$ cat src/rtl/rotate_sram_sched.sv
// rtl/rotate_sram_sched.sv - single-port SRAM scheduler for rotator writes and raster read-out
module rotate_sram_sched #(
  parameter int ADDR_WIDTH   = 22,
  parameter int RD_LATENCY   = 2,
  parameter int RD_CREDITS   = 4,
  parameter int WR_BURST_MAX = 8
) (
  input  logic                  clk,
  input  logic                  resetb,
  input  logic                  enable,
  input  logic                  frame_sync,
  input  logic [ADDR_WIDTH-1:0] frame_words,
  input  logic                  wr_valid,
  output logic                  wr_ready,
  input  logic [ADDR_WIDTH-1:0] wr_addr,
  input  logic [15:0]           wr_data,
  output logic                  sram_en,
  output logic                  sram_we,
  output logic [ADDR_WIDTH:0]   sram_addr,
  output logic [15:0]           sram_wdata,
  input  logic [15:0]           sram_rdata,
  output logic                  rdo_valid,
  input  logic                  rdo_ready,
  output logic [15:0]           rdo_data,
  output logic                  rdo_last,
  output logic                  rd_overrun,
  output logic                  busy
);

  localparam int PW = $clog2(RD_CREDITS);
  localparam int CW = PW + 1;
  localparam int BW = $clog2(WR_BURST_MAX + 1);

  typedef enum logic {RD_IDLE, RD_ACTIVE} rd_state_t;

  rd_state_t             rd_state, rd_state_nxt;
  logic                  wbank, frame_valid;
  logic                  rbank, rbank_nxt;
  logic [ADDR_WIDTH-1:0] raddr, raddr_nxt;
  logic [ADDR_WIDTH-1:0] rlen, rlen_nxt;
  logic [CW-1:0]         cnt;
  logic [BW-1:0]         wburst;
  logic                  sync_en, rd_start, rd_is_last;
  logic                  rd_elig, wr_elig, grant_wr, grant_rd;
  logic                  rd_last_q;
  logic [RD_LATENCY-1:0] vld_sr, last_sr;
  logic [15:0]           fifo_data [RD_CREDITS];
  logic [RD_CREDITS-1:0] fifo_last;
  logic [PW:0]           wptr, rptr;
  logic                  push, pop;

  assign sync_en    = frame_sync && enable;
  assign rd_start   = sync_en && frame_valid;
  assign rd_is_last = (raddr == rlen - ADDR_WIDTH'(1));

  // Arbitration: write has priority until it has won WR_BURST_MAX times in a row against a waiting read
  always_comb begin
    rd_elig  = enable && (rd_state == RD_ACTIVE) && (cnt < CW'(RD_CREDITS));
    wr_elig  = enable && wr_valid;
    grant_wr = wr_elig && (!rd_elig || (wburst != BW'(WR_BURST_MAX)));
    grant_rd = rd_elig && !grant_wr;
  end

  // Reset gates the combinational handshake so every output reads 0 while resetb is low
  assign wr_ready = grant_wr && resetb;

  // Read FSM next state: a start always wins over an in-progress grant, giving restart-on-overrun
  always_comb begin
    rd_state_nxt = rd_state;
    rbank_nxt    = rbank;
    raddr_nxt    = raddr;
    rlen_nxt     = rlen;
    if (rd_start) begin
      rbank_nxt    = wbank;
      raddr_nxt    = '0;
      rlen_nxt     = frame_words;
      rd_state_nxt = (frame_words != '0) ? RD_ACTIVE : RD_IDLE;
    end else begin
      case (rd_state)
        RD_ACTIVE: begin
          if (grant_rd) begin
            raddr_nxt = raddr + ADDR_WIDTH'(1);
            if (rd_is_last) rd_state_nxt = RD_IDLE;
          end
        end
        default: rd_state_nxt = RD_IDLE;
      endcase
    end
  end

  // Read FSM state and read-engine registers
  always_ff @(posedge clk or negedge resetb) begin
    if (!resetb) begin
      rd_state <= RD_IDLE;
      rbank    <= 1'b0;
      raddr    <= '0;
      rlen     <= '0;
    end else begin
      rd_state <= rd_state_nxt;
      rbank    <= rbank_nxt;
      raddr    <= raddr_nxt;
      rlen     <= rlen_nxt;
    end
  end

  // Bank ping-pong, frame tracking and sticky overrun flag
  always_ff @(posedge clk or negedge resetb) begin
    if (!resetb) begin
      wbank       <= 1'b0;
      frame_valid <= 1'b0;
      rd_overrun  <= 1'b0;
    end else if (sync_en) begin
      wbank       <= ~wbank;
      frame_valid <= 1'b1;
      if (frame_valid && (rd_state == RD_ACTIVE)) rd_overrun <= 1'b1;
    end
  end

  // Consecutive-write counter; held while disabled
  always_ff @(posedge clk or negedge resetb) begin
    if (!resetb) begin
      wburst <= '0;
    end else if (enable) begin
      if (grant_rd || !rd_elig) wburst <= '0;
      else if (grant_wr)        wburst <= wburst + BW'(1);
    end
  end

  // Credit counter: reads in flight plus words parked in the output FIFO
  always_ff @(posedge clk or negedge resetb) begin
    if (!resetb) begin
      cnt <= '0;
    end else begin
      case ({grant_rd, pop})
        2'b10:   cnt <= cnt + CW'(1);
        2'b01:   cnt <= cnt - CW'(1);
        default: cnt <= cnt;
      endcase
    end
  end

  // Registered SRAM command port
  always_ff @(posedge clk or negedge resetb) begin
    if (!resetb) begin
      sram_en    <= 1'b0;
      sram_we    <= 1'b0;
      sram_addr  <= '0;
      sram_wdata <= '0;
      rd_last_q  <= 1'b0;
    end else begin
      sram_en    <= grant_wr || grant_rd;
      sram_we    <= grant_wr;
      sram_addr  <= grant_wr ? {wbank, wr_addr} : (grant_rd ? {rbank, raddr} : '0);
      sram_wdata <= grant_wr ? wr_data : '0;
      rd_last_q  <= grant_rd && rd_is_last;
    end
  end

  // Return-path valid/last shift register aligned to the SRAM read latency
  always_ff @(posedge clk or negedge resetb) begin
    if (!resetb) begin
      vld_sr  <= '0;
      last_sr <= '0;
    end else begin
      for (int i = RD_LATENCY - 1; i > 0; i--) begin
        vld_sr[i]  <= vld_sr[i-1];
        last_sr[i] <= last_sr[i-1];
      end
      vld_sr[0]  <= sram_en && !sram_we;
      last_sr[0] <= rd_last_q;
    end
  end

  assign push = vld_sr[RD_LATENCY-1];
  assign pop  = rdo_valid && rdo_ready;

  // Output FIFO pointers; credits guarantee a push never finds it full
  always_ff @(posedge clk or negedge resetb) begin
    if (!resetb) begin
      wptr <= '0;
      rptr <= '0;
    end else begin
      if (push) wptr <= wptr + (PW+1)'(1);
      if (pop)  rptr <= rptr + (PW+1)'(1);
    end
  end

  // Output FIFO storage
  always_ff @(posedge clk) begin
    if (push) begin
      fifo_data[wptr[PW-1:0]] <= sram_rdata;
      fifo_last[wptr[PW-1:0]] <= last_sr[RD_LATENCY-1];
    end
  end

  assign rdo_valid = (wptr != rptr);
  assign rdo_data  = rdo_valid ? fifo_data[rptr[PW-1:0]] : 16'h0000;
  assign rdo_last  = rdo_valid && fifo_last[rptr[PW-1:0]];
  assign busy      = (rd_state == RD_ACTIVE) || (sram_en && !sram_we) || (|vld_sr);

endmodule

$ cat config.mk
export PLATFORM = sky130hd
export DESIGN_NAME = rotate_sram_sched
export DESIGN_NICKNAME = d
export VERILOG_FILES = /design/src/rtl/rotate_sram_sched.sv
export SDC_FILE = /design/constraint.sdc
export NUM_CORES = 1
export LEC_CHECK = 0
export ABC_CLOCK_PERIOD_IN_PS = 3020
export CORE_MARGIN = 4
export CORE_UTILIZATION = 35
export DETAILED_ROUTE_END_ITERATION = 7
export MAX_ROUTING_LAYER = met4
export PLACE_DENSITY_LB_ADDON = 0.2
export SYNTH_ARGS = -nofsm -noshare
export SYNTH_HDL_FRONTEND = slang
export SYNTH_SLANG_ARGS = --single-unit
$ cat constraint.sdc
create_clock -name clk -period 3.02 [get_ports clk]
set_input_delay 0.604 -clock clk [delete_from_list [all_inputs] [get_ports clk]]
set_output_delay 0.604 -clock clk [all_outputs]
set_load 0.01 [all_outputs]
Yosys cells after proc, flatten, opt, wreduce, memory -nomap -nowiden
Memory sizes are Yosys's and may differ from the RTL's.
Index checks and enable logic that the tools add are counted.
- $add $sub $neg: 7
- magnitude comparators: 4
- equal/unequal tests: 5
- multiplexer cells: 22
- bitwise gates (word level): 1
- reductions and logical operators: 31
- operator list (kind ; count):
    $mux 22 ; 3
    $mux 23 ; 2
    $mux 16 ; 2
    $add 22x1->22 const B ; 1
    $eq 22x22->1 ; 1
    $reduce_bool 22->1 ; 1
    $sub 22x1->22 const B ; 1
    $logic_and 1x1->1 ; 14
    $add 3x1->3 const B ; 3
    $mux 1 ; 9
    $mux 4 ; 2
    $reduce_bool 2->1 ; 4
    $lt 2x3->1 const B ; 2
    $pmux 3 s2 ; 1
    $reduce_and 2->1 ; 3
    $logic_or 1x1->1 ; 5
    $add 4x1->4 const B ; 1
    $bwmux 4 ; 1
    $ne 4x4->1 const B ; 1
    $logic_not 1->1 ; 3
    $lt 3x3->1 const B ; 1
    $ne 3x3->1 ; 1
    $sub 3x1->3 const B ; 1
    $bmux 1 s2 ; 1
    6 further kinds ; 6
- register bits after elaboration: 112
- memory bits (writable): 64
- input port bits: 82
- memories: 1
- memory list (memory ; depth ; bits a word ; read ports ; clocked after memory_dff ; wr ports ; RTL line ; text):
    fifo_data ; 4 ; 16 ; 1 ; 0 ; 1 ; 47 ; logic [15:0] fifo_data [RD_CREDITS];

Depth between registers and ports, before layout
Gate-level depths: netlist (run 1).
- word-level depth: 10
- mapped depth: 12
- gate-level depth less buffers: 11

Worst setup path before layout (run 1)
Ideal clock, no wire load.
- path kind: in2reg
- from: input port enable
- to: register rd_state
- arrival: 2.722 ns
- required time: 2.882 ns
- slack: 0.160 ns
- stages on the path: 10
- path through: buf_2 -> and3b_1 -> o21a_1 -> buf_2 -> inv_2 -> or4_1 -> nor4_4 -> nand4_1 -> a2111oi_2 -> o22ai_1
- cells in the longest elaborated chain, start to end: 10
- ends and longest elaborated chain (element ; RTL line ; text):
    start, declared ; 10 ; input logic enable,
    $logic_and 1x1->1 (2 in a row) ; 58 ; rd_elig = enable && (rd_state == RD_ACTIVE) && (cnt < CW'(RD_CREDITS));
    $logic_not 1->1 ; 60 ; grant_wr = wr_elig && (!rd_elig || (wburst != BW'(WR_BURST_MAX)));
    $logic_or 1x1->1 ; 60 ;
    $logic_and 1x1->1 ; 60 ;
    $logic_not 1->1 ; 61 ; grant_rd = rd_elig && !grant_wr;
    $logic_and 1x1->1 ; 61 ;
    $mux 1 ; 81 ; if (grant_rd) begin
    $mux 1 ; 79 ; case (rd_state)
    $mux 1 (*) ; 73 ; if (rd_start) begin
    net rd_state_nxt ; 36 ; rd_state_t rd_state, rd_state_nxt;
    end signal, assigned ; 99 ; rd_state <= rd_state_nxt;
    end, declared ; 36 ;
The timed path passes the listed nets; every way through them passes the cells marked *.
A chain may end at the register's enable or synchronous reset.

Worst setup path after layout (run 1)
- from: input port enable
- to: output port wr_ready
- cells in the longest elaborated chain, start to end: 6
- ends and longest elaborated chain (element ; RTL line ; text):
    $logic_and 1x1->1 (2 in a row) ; 58 ;
    $logic_not 1->1 ; 60 ;
    $logic_or 1x1->1 ; 60 ;
    $logic_and 1x1->1 (*) ; 60 ;
    $logic_and 1x1->1 (*) ; 65 ; assign wr_ready = grant_wr && resetb;
    end, declared ; 14 ; output logic wr_ready,
Every way passes the cells marked *; elsewhere a longest branch is shown, timed or not.

==> metrics.md, run 1 <==
| Metric | Value |
|---|---|
| Outcome | `finished, final reports clean` |
| Endpoints failing hold | `0` |
| Standard cell area after detailed placement | `9860 sq um` |
| Effective utilization at floorplan | `0.354` |
| Worst reg2reg startpoint | `rlen[2]` |
| Number of CTS-inserted buffers | `17` |
| Critical path startpoint category | `primary input` |
| Syn-to-layout area delta | `31.6%` |
| Total routing usage reported by global routing | `0.164` |
| Area of the die | `25300 sq um` |
| Chip width | `159 microns` |
| Slowest stage cell on the critical path | `clkdlybuf4s50_1` |
| R2R cell count | `7` |
| Top Family by Delay on Critical Path | `buffers and inverters` |
| First-pass iteration count of the detailed router | `5` |
| Die outline height | `159 microns` |
| Setup WS pre-CTS | `-0.205 ns` |
| Primary flip-flop cell chosen by synthesis mapping | `dfrtp_1` |
| Total vias in the final route | `5573` |
| Post-CTS clock slew at the launch and capture registers of the worst setup and hold paths | `0.07 ns` |
| Count of different cell masters after synthesis | `59` |
| Ratio of cells with drive above 1 in the final layout | `0.110` |
| Static leakage | `4.19 nW` |
| Remaining routing DRC violations | `0` |
| Unrepaired setup endpoints after global routing | `false` |
| Ratio of routed vias to standard cells | `4.88` |
| Final setup violating endpoints | `0` |
| Count of antenna diodes in the layout | `0` |
| Buffering stage count on the worst path with inverters included | `3` |
| Worst-case vdd ir drop | `332 uV` |
| Critical path cell sequence | `clkdlybuf4s50_1, and3b_1, buf_6, a21oi_4, and2_1, clkdlybuf4s50_1` |
| Via count of the first global-routing pass | `5617` |
| Sequential share of the synthesized area | `0.594` |
| Gate count of the mapped netlist | `691` |
| Fin area | `10500 sq um` |
| Clk root buf | `clkbuf_16` |
| Synth Area per Inst | `11.6 sq um` |
| Async SR Flop Fraction | `0.614` |
| Slew margin rel. | `0.381` |
| Max Cap Viol | `0` |
| I/O pin cnt | `144` |
| Leftover overflow at the end of global routing | `0` |
| Number of post-CTS setup repair buffers | `0` |
| Number of levels the H-tree was split into | `4` |
| Most used cell along the critical path | `clkdlybuf4s50_1` |
| Data arrival time of the worst path | `2.32 ns` |
| Maximum clock insertion buffer count | `2` |
| Worst R2R Setup Slack | `0.18 ns` |
| Placeable core region | `22600 sq um` |
| Number of rows created at floorplan | `55` |
| Antenna violations before repair | `0` |
| Post-Syn Nets | `784` |
| Max Slew Vio Count | `0` |
| Count of flip-flops with a built-in enable after synthesis | `68` |
| Worst path required time | `2.42 ns` |
| Endpoint of the worst register-to-register path | `rd_state` |
| Final critical-path required period | `2.92 ns` |
| Detailed-route wire length per cell | `17.1 microns` |
| Pin count of the biggest net entering global routing | `68` |
| Number of buffers inserted by port buffering | `143` |
| First-pass GRT wire length | `32.0 mm` |
| Capturing element type of the critical path | `primary output` |
| Delay contributed by the slowest stage of the critical path | `0.52 ns` |
| First DRT Iteration DRCs | `346` |
| Crit share post-route | `0.968` |
| Peak Freq | `342 MHz` |
| Antenna-violating nets left | `0` |
| Cell area after technology mapping | `7990 sq um` |
| Number of storage elements in the synthesis netlist | `176` |
| Placer's final routability congestion estimate | `0.839` |
| Final net count | `936` |
| Power Density | `712 nW/um^2` |
| Fin Clk Skew | `0.00700 ns` |
| Synthesis Warnings | `0` |
| Critical Setup Path Class | `primary input to primary output` |
| Path class of the lowest-slack min-delay path | `primary input to async pin` |
| PnR worst setup slack | `0.0973 ns` |
| Half-perimeter wire length after detailed placement | `14.0 mm` |
| Transition at the pin with the smallest max-transition slack | `0.929 ns` |
| Largest fanout of any net on the critical path | `29` |
| Clock tree from TritonCTS | `yes` |
| Number of sinks handled by clock tree synthesis | `176` |
| Total wire length after detailed routing | `19.5 mm` |
| Clk_lat worst skew | `0.43 ns` |
-- cells in the mapped netlist, types with 5 or more instances --
cell / count / area [sq um]
mux4_2: 17 / 383
and4_1: 5 / 43.8
nor3_1: 8 / 40.0
inv_1: 14 / 52.6
nor2b_1: 21 / 131
ha_1: 10 / 125
nor2_1: 37 / 139
and2_1: 21 / 131
and3_1: 9 / 56.3
a21oi_1: 9 / 45.0
mux2i_1: 5 / 50.1
nand3_1: 16 / 80.1
edfxtp_1: 68 / 2040
or3_1: 7 / 43.8
nand2_1: 122 / 458
clkbuf_1: 38 / 143
dfrtp_1: 108 / 2700
xor2_1: 31 / 272
xnor2_1: 23 / 201
nor4_1: 10 / 62.6
nand4_1: 17 / 106
o21ai_0: 40 / 200
-- area by class of cell --
cell class              count  area [sq um]
flip-flops and latches    176          4740
fillers                  2094         12100
multi-input cells         457          3050
repair buffers            176          1690
clock inverters            15           199
clock buffers              17           425
inverters                  15          56.3
well taps                 285           357
-- cell families after synthesis --
family,after synthesis,synth area share
fa+ha+maj,11,0.0182
buf+inv,58,0.0294
mux,23,0.0556
simple gates,296,0.188
xor+xnor,54,0.0592
compound gates,73,0.0560
flops,176,0.594
-- worst max-delay path by stage --
stage / to / start / slack, ns / cells after the start
2_1_floorplan: rd_state / enable / 0.16 / 10
3_3_place_gp: rd_state / enable / -0.13 / 9
3_5_place_dp: rd_state / enable / -0.21 / 9
4_1_cts: wr_ready / enable / 0.02 / 6
5_1_grt: rdo_data[1] / rptr[0] / 0.005 / 6
6_report: wr_ready / enable / 0.1 / 6
-- registers in the layout (all words and copies together), names as in the netlist, 2 cells and up --
register / count
fifo_last: 4
wburst: 4
rlen: 22
cnt: 3
wptr: 3
fifo_data: 64
last_sr: 2
sram_wdata: 16
vld_sr: 2
sram_addr: 23
rptr: 3
raddr: 22
-- metrics by stage --
| stage | instances | TNS [ns] | power (W) | util | hold WS, ns |
|---|---|---|---|---|---|
| finish | 1141 | 0 | 0.00749 | 0.466 | 0.340 |
| global route | 1141 | 0 | 0.00794 | 0.466 | 0.370 |
| CTS | 1141 | 0 | 0.00759 | 0.465 | 0.359 |
| detailed placement | 1109 | -0.337 | 0.00525 | 0.437 | 0.344 |
| global placement | 1109 | -0.189 | 0.00523 | 0.437 | 0.336 |
| floorplan | 691 | 0 | 0.00421 | - | 0.308 |
-- metal layers --
metal	up-vias	track usage	wire length (microns)
li1	2720	-	-
met1	2706	0.214	8860
met2	135	0.264	9650
met3	12	0.0375	805
met4	0	0.0351	191
met5	-	-	0
-- power breakdown --
group	internal [W]	switching, W
sequential	0.00277	0.000190
combinational	0.00120	0.00103
clock	0.00127	0.00104
-- layout by cell type, fill, tap and decap left out, drive strengths merged, types with 9 or more instances in the layout --
cell type / netlist / routed
o21ai: 40 / 40
clkbuf: 38 / 17
nand4: 17 / 17
xnor2: 23 / 23
nor2: 37 / 37
xor2: 31 / 31
ha: 10 / 10
clkdlybuf4s50: 0 / 142
nand3: 16 / 16
nand2: 122 / 122
a21oi: 9 / 9
nor4: 12 / 12
and2: 21 / 21
edfxtp: 68 / 68
mux4: 17 / 17
and3: 9 / 9
buf: 5 / 34
nor2b: 21 / 21
dfrtp: 108 / 108
inv: 15 / 21
-- timing repair --
item,in CTS,in global routing
endpoints found under the setup margin,0,18
endpoints found under the hold margin,0,0
hold buffers,0,0
resized for setup,0,6
(Power assumes the default switching activity.)
==> run 2: changes to the inputs <==
CELL_PAD_IN_SITES_DETAIL_PLACEMENT = 0   (was not set)
CELL_PAD_IN_SITES_GLOBAL_PLACEMENT = 1   (was not set)
SKIP_CTS_REPAIR_TIMING = 1   (was not set)
==> metrics.md, run 2 (same netlist as run 1, synthesis figures left out) <==
| Metric | Value |
|---|---|
| Slew margin rel. | `0.333 (was 0.381)` |
| Fillcell total | `2087 (was 2094)` |
| Critical path cell sequence | `clkdlybuf4s50_1, and3b_1, buf_6, a21oi_4, and2_1, clkdlybuf4s50_1 (unchanged)` |
| Leftover overflow at the end of global routing | `0 (unchanged)` |
| Peak Freq | `344 MHz (was 342 MHz)` |
| Setup TNS | `0 ns (unchanged)` |
| Slowest stage cell on the critical path | `clkdlybuf4s50_1 (unchanged)` |
| Final critical-path required period | `2.91 ns (was 2.92 ns)` |
| I/O pin cnt | `144 (unchanged)` |
| Max Cap Viol | `0 (unchanged)` |
| Worst reg2reg startpoint | `rlen[1] (was rlen[2])` |
| Total routing usage reported by global routing | `0.163 (was 0.164)` |
| Detailed-route wire length per cell | `17.5 microns (was 17.1 microns)` |
| Largest fanout of any net on the critical path | `29 (unchanged)` |
| First-pass iteration count of the detailed router | `4 (was 5)` |
| Syn-to-layout area delta | `31.1% (was 31.6%)` |
| Clk root buf | `clkbuf_16 (unchanged)` |
| Transition at the pin with the smallest max-transition slack | `1.00 ns (was 0.929 ns)` |
| Ratio of cells with drive above 1 in the final layout | `0.108 (was 0.110)` |
| Worst R2R Setup Slack | `0.12 ns (was 0.18 ns)` |
| Delay contributed by the slowest stage of the critical path | `0.51 ns (was 0.52 ns)` |
| Commonest non-fill, non-tap cells in the layout | `142 x clkdlybuf4s50_1, 122 x nand2_1, 107 x dfrtp_1 (was 142 x clkdlybuf4s50_1, 122 x nand2_1, 108 x dfrtp_1)` |
| Capturing element type of the critical path | `primary output (unchanged)` |
| Effective utilization at floorplan | `0.354 (unchanged)` |
| Maximum clock insertion buffer count | `2 (unchanged)` |
| Total wire length after detailed routing | `19.9 mm (was 19.5 mm)` |
| Final setup violating endpoints | `0 (unchanged)` |
| Remaining routing DRC violations | `0 (unchanged)` |
| Outcome | `finished, final reports clean (unchanged)` |
| Critical Setup Path Class | `primary input to primary output (unchanged)` |
| Number of levels the H-tree was split into | `4 (unchanged)` |
| Clock tree from TritonCTS | `yes (unchanged)` |
| Commonest non-fill, non-tap cell in the layout | `clkdlybuf4s50_1 (unchanged)` |
| Number of buffers inserted by port buffering | `143 (unchanged)` |
| Most used cell along the critical path | `clkdlybuf4s50_1 (unchanged)` |
| First DRT Iteration DRCs | `353 (was 346)` |
| Number of rows created at floorplan | `55 (unchanged)` |
| Max Slew Vio Count | `0 (unchanged)` |
| Post-CTS clock slew at the launch and capture registers of the worst setup and hold paths | `0.07 ns (about the same)` |
| Path class of the lowest-slack min-delay path | `primary input to async pin (unchanged)` |
| Via count of the first global-routing pass | `5973 (was 5617)` |
| Endpoint of the worst register-to-register path | `rd_state (unchanged)` |
| Antenna-violating nets left | `0 (unchanged)` |
| Clk_lat worst skew | `0.43 ns (about the same)` |
| Half-perimeter wire length after detailed placement | `14.3 mm (was 14.0 mm)` |
| Unrepaired setup endpoints after global routing | `true (was false)` |
| Number of flip-flops in the largest register | `64 (unchanged)` |
| Post-route total power | `0.00741 W (was 0.00749 W)` |
| Static leakage | `4.18 nW (was 4.19 nW)` |
| Data arrival time of the worst path | `2.31 ns (was 2.32 ns)` |
| Power Density | `707 nW/um^2 (was 712 nW/um^2)` |
| Antenna violations before repair | `1 (was 0)` |
| Placer's final routability congestion estimate | `0.814 (was 0.839)` |
| Endpoints failing hold | `0 (unchanged)` |
| Number of CTS-inserted buffers | `17 (unchanged)` |
| First-pass GRT wire length | `32.1 mm (was 32.0 mm)` |
| Critical path startpoint category | `primary input (unchanged)` |
| Final net count | `933 (was 936)` |
| Die outline height | `159 microns (unchanged)` |
| Worst path required time | `2.42 ns (about the same)` |
| Worst-case vdd ir drop | `396 uV (was 332 uV)` |
| Ratio of routed vias to standard cells | `5.02 (was 4.88)` |
| Pin count of the biggest net entering global routing | `75 (was 68)` |
| Chip width | `159 microns (unchanged)` |
| R2R cell count | `9 (was 7)` |
| Number of sinks handled by clock tree synthesis | `176 (unchanged)` |
| Total vias in the final route | `5715 (was 5573)` |
| Area of the die | `25300 sq um (unchanged)` |
| Placeable core region | `22600 sq um (unchanged)` |
| Fin Clk Skew | `0.0103 ns (was 0.00700 ns)` |
| Crit share post-route | `0.964 (was 0.968)` |
[run 2: power by group]
part	switching (W)	total, W	internal [W]
registers	0.000239	0.00301	0.00277
clock network	0.00107	0.00219	0.00112
logic	0.00100	0.00221	0.00121
total	0.00231	0.00741	0.00510
[run 2: worst max-delay path by stage]
stage | cells after the start | from | to
CTS | 4 | rptr[0] | rdo_data[5]
finish | 6 | enable | wr_ready
detailed placement | 9 | enable | rd_state
global placement | 9 | enable | rd_state
global route | 9 | rlen[1] | rd_state
floorplan | 10 | enable | rd_state
[run 2: per-layer routing]
| metal | track usage | share of wire |
|---|---|---|
| met4 | 0.0509 | 0.018 |
| met2 | 0.282 | 0.52 |
| met5 | - | 0 |
| met1 | 0.194 | 0.42 |
| met3 | 0.0316 | 0.036 |
[run 2: worst max-delay path, delay by kind of cell]
kind	cells	cell delay (ns)
simple gates	2	0.37
compound gates	1	0.08
buf+inv	3	1.24
[run 2: area by class of cell]
type | count | area [sq um] | area share
Inverter | 15 | 56.3 | 0.00537
Clock inverter | 15 | 174 | 0.0166
Multi-Input combinational cell | 457 | 3040 | 0.290
Timing Repair Buffer | 173 | 1680 | 0.161
Clock buffer | 17 | 425 | 0.0406
Antenna cell | 1 | 2.50 | 0.000239
Sequential cell | 176 | 4750 | 0.453
Tap cell | 285 | 357 | 0.0340
[run 2: stage by stage]
step	instances	setup slack [ns]	instance area, sq um	utilization	hold WS [ns]
2_1_floorplan	691	0.160	7990	-	0.308
3_3_place_gp	1106	-0.224	9870	0.437	0.338
3_5_place_dp	1106	-0.309	9870	0.437	0.347
4_1_cts	1138	-0.121	10500	0.464	0.238
5_1_grt	1139	-0.0705	10500	0.464	0.261
6_report	1139	0.110	10500	0.464	0.232
==> run 3: changes to the inputs <==
CORE_MARGIN = not set   (was 4)
==> metrics.md, run 3 (same netlist as run 1, synthesis figures left out) <==
| Metric | Value |
|---|---|
| Outcome | `finished, final reports clean (unchanged)` |
| I/O pin cnt | `144 (unchanged)` |
| Max Cap Viol | `0 (unchanged)` |
| Fraction of power spent switching nets | `0.306 (was 0.311)` |
| Chip width | `153 microns (was 159 microns)` |
| Number of flip-flops in the largest register | `64 (unchanged)` |
| Area of the die | `23400 sq um (was 25300 sq um)` |
| Data arrival time of the worst path | `2.30 ns (was 2.31 ns)` |
| Static leakage | `4.19 nW (was 4.18 nW)` |
| First-pass GRT wire length | `31.0 mm (was 32.1 mm)` |
| Half-perimeter wire length after detailed placement | `13.8 mm (was 14.3 mm)` |
| Standard cell area after detailed placement | `9850 sq um (was 9870 sq um)` |
| Leftover overflow at the end of global routing | `0 (unchanged)` |
| Endpoint of the worst register-to-register path | `rd_state (unchanged)` |
| Placer's final routability congestion estimate | `0.794 (was 0.814)` |
| Sequential power share | `0.400 (was 0.406)` |
| Total area of multi-input combinational cells | `3060 sq um (was 3040 sq um)` |
| Peak Freq | `345 MHz (was 344 MHz)` |
| Crit share post-route | `0.961 (was 0.964)` |
| Delay contributed by the slowest stage of the critical path | `0.50 ns (was 0.51 ns)` |
| Worst reg2reg startpoint | `rlen[0] (was rlen[1])` |
| First-pass iteration count of the detailed router | `4 (unchanged)` |
| Transition at the pin with the smallest max-transition slack | `0.908 ns (was 1.00 ns)` |
| Final critical-path required period | `2.90 ns (was 2.91 ns)` |
| Commonest non-fill, non-tap cells in the layout | `142 x clkdlybuf4s50_1, 122 x nand2_1, 107 x dfrtp_1 (unchanged)` |
| Number of levels the H-tree was split into | `4 (unchanged)` |
| Post-CTS clock slew at the launch and capture registers of the worst setup and hold paths | `0.07 ns (about the same)` |
| First DRT Iteration DRCs | `288 (was 353)` |
| Total vias in the final route | `5684 (was 5715)` |
| Remaining routing DRC violations | `0 (unchanged)` |
| Via count of the first global-routing pass | `5955 (was 5973)` |
| Effective utilization at floorplan | `0.362 (was 0.354)` |
| Final net count | `939 (was 933)` |
| Count of antenna diodes in the layout | `0 (was 1)` |
| Combined flip-flop and latch cell area | `4750 sq um (unchanged)` |
| Largest fanout of any net on the critical path | `29 (unchanged)` |
| Worst path required time | `2.42 ns (about the same)` |
| Psw | `0.00229 W (was 0.00231 W)` |
| Worst R2R Setup Slack | `0.16 ns (was 0.12 ns)` |
| Power Density | `709 nW/um^2 (was 707 nW/um^2)` |
| Antenna violations before repair | `0 (was 1)` |
| Ratio of cells with drive above 1 in the final layout | `0.114 (was 0.108)` |
| Clk_lat worst skew | `0.44 ns (was 0.43 ns)` |
| Power share of the clock group | `0.297 (was 0.295)` |
| Antenna-violating nets left | `0 (unchanged)` |
| Portion of total power attributed to combinational logic | `0.303 (was 0.298)` |
| Critical Setup Path Class | `primary input to primary output (unchanged)` |
| Die outline height | `153 microns (was 159 microns)` |
| Top Family by Delay on Critical Path | `buffers and inverters (unchanged)` |
| PnR worst setup slack | `0.119 ns (was 0.110 ns)` |
| Setup WS pre-CTS | `-0.209 ns (was -0.309 ns)` |
| Endpoints failing hold | `0 (unchanged)` |
| Most used cell along the critical path | `clkdlybuf4s50_1 (unchanged)` |
| Critical path startpoint category | `primary input (unchanged)` |
| Worst-case vdd ir drop | `385 uV (was 396 uV)` |
| Path class of the lowest-slack min-delay path | `primary input to async pin (unchanged)` |
| Number of sinks handled by clock tree synthesis | `176 (unchanged)` |
| Capturing element type of the critical path | `primary output (unchanged)` |
| Slew margin rel. | `0.395 (was 0.333)` |
| Buffering stage count on the worst path with inverters included | `3 (unchanged)` |
| Ratio of routed vias to standard cells | `4.99 (was 5.02)` |
| Pin count of the biggest net entering global routing | `72 (was 75)` |
| Post-Place Cells | `1102 (was 1106)` |
| Fin Clk Skew | `0.0118 ns (was 0.0103 ns)` |
| Fin area | `10500 sq um (about the same)` |
| Max Slew Vio Count | `0 (unchanged)` |
| Syn-to-layout area delta | `31.7% (was 31.1%)` |
| Fin cells | `1139 (unchanged)` |
| Number of CTS-inserted buffers | `17 (unchanged)` |
| Commonest non-fill, non-tap cell in the layout | `clkdlybuf4s50_1 (unchanged)` |
| Total wire length after detailed routing | `19.3 mm (was 19.9 mm)` |
| Placeable core region | `22100 sq um (was 22600 sq um)` |
| Clk root buf | `clkbuf_16 (unchanged)` |
| Final setup violating endpoints | `0 (unchanged)` |
| Detailed-route wire length per cell | `16.9 microns (was 17.5 microns)` |
| Fillcell total | `1993 (was 2087)` |
| Number of rows created at floorplan | `54 (was 55)` |
| R2R cell count | `8 (was 9)` |
| Number of buffers inserted by port buffering | `143 (unchanged)` |
| Clock tree from TritonCTS | `yes (unchanged)` |
| Critical path cell sequence | `clkdlybuf4s50_1, and3b_1, buf_6, a21oi_4, and2_1, clkdlybuf4s50_1 (unchanged)` |
| Maximum clock insertion buffer count | `2 (unchanged)` |
| Slowest stage cell on the critical path | `clkdlybuf4s50_1 (unchanged)` |
| Internal power of the cells | `0.00518 W (was 0.00510 W)` |
| Total routing usage reported by global routing | `0.177 (was 0.163)` |
-- run 3: per-layer routing --
layer / up-vias / global-route usage / share of wire
met4: 0 / 0.0558 / 0.014
li1: 2729 / - / -
met3: 24 / 0.0386 / 0.040
met1: 2791 / 0.206 / 0.43
met5: - / - / 0
met2: 140 / 0.306 / 0.51
-- run 3: per-stage QoR --
stage	util	hold slack, ns	total power, W	setup TNS [ns]
2_1_floorplan	-	0.308	0.00421	0
3_3_place_gp	0.446	0.342	0.00522	-0.267
3_5_place_dp	0.446	0.336	0.00528	-0.343
4_1_cts	0.473	0.283	0.00753	-1.43
5_1_grt	0.476	0.300	0.00788	-0.00314
6_report	0.476	0.267	0.00746	0
-- run 3: power by group through the flow --
stage | sequential (W) | combinational, W | clock, W
2_1_floorplan | 0.00296 | 0.00125 | 0
3_3_place_gp | 0.00303 | 0.00219 | 0
4_1_cts | 0.00300 | 0.00224 | 0.00229
5_1_grt | 0.00302 | 0.00248 | 0.00239
6_report | 0.00298 | 0.00226 | 0.00222
3_5_place_dp | 0.00304 | 0.00223 | 0
-- run 3: area by class of cell --
class / count / share of cell area
clock buffer: 17 / 0.0404
clock inverter: 15 / 0.0164
inverter: 15 / 0.00535
multi-input combinational: 457 / 0.290
sequential: 176 / 0.451
tap: 280 / 0.0333
timing repair buffer: 179 / 0.163
-- run 3: worst max path at each step --
stage	startpoint	depth (start not counted)	end
2_1_floorplan	enable	10	rd_state
3_3_place_gp	enable	9	rd_state
3_5_place_dp	enable	9	rd_state
4_1_cts	rptr[0]	4	rdo_data[10]
5_1_grt	rlen[0]	8	rd_state
6_report	enable	6	wr_ready
-- run 3: worst register-to-register path: cells and delay by family, from the launching register on --
kind,cells,cell delay (ns)
buf+inv,1,0.15
compound gates,3,0.69
simple gates,4,1.52
flops,1,0.38
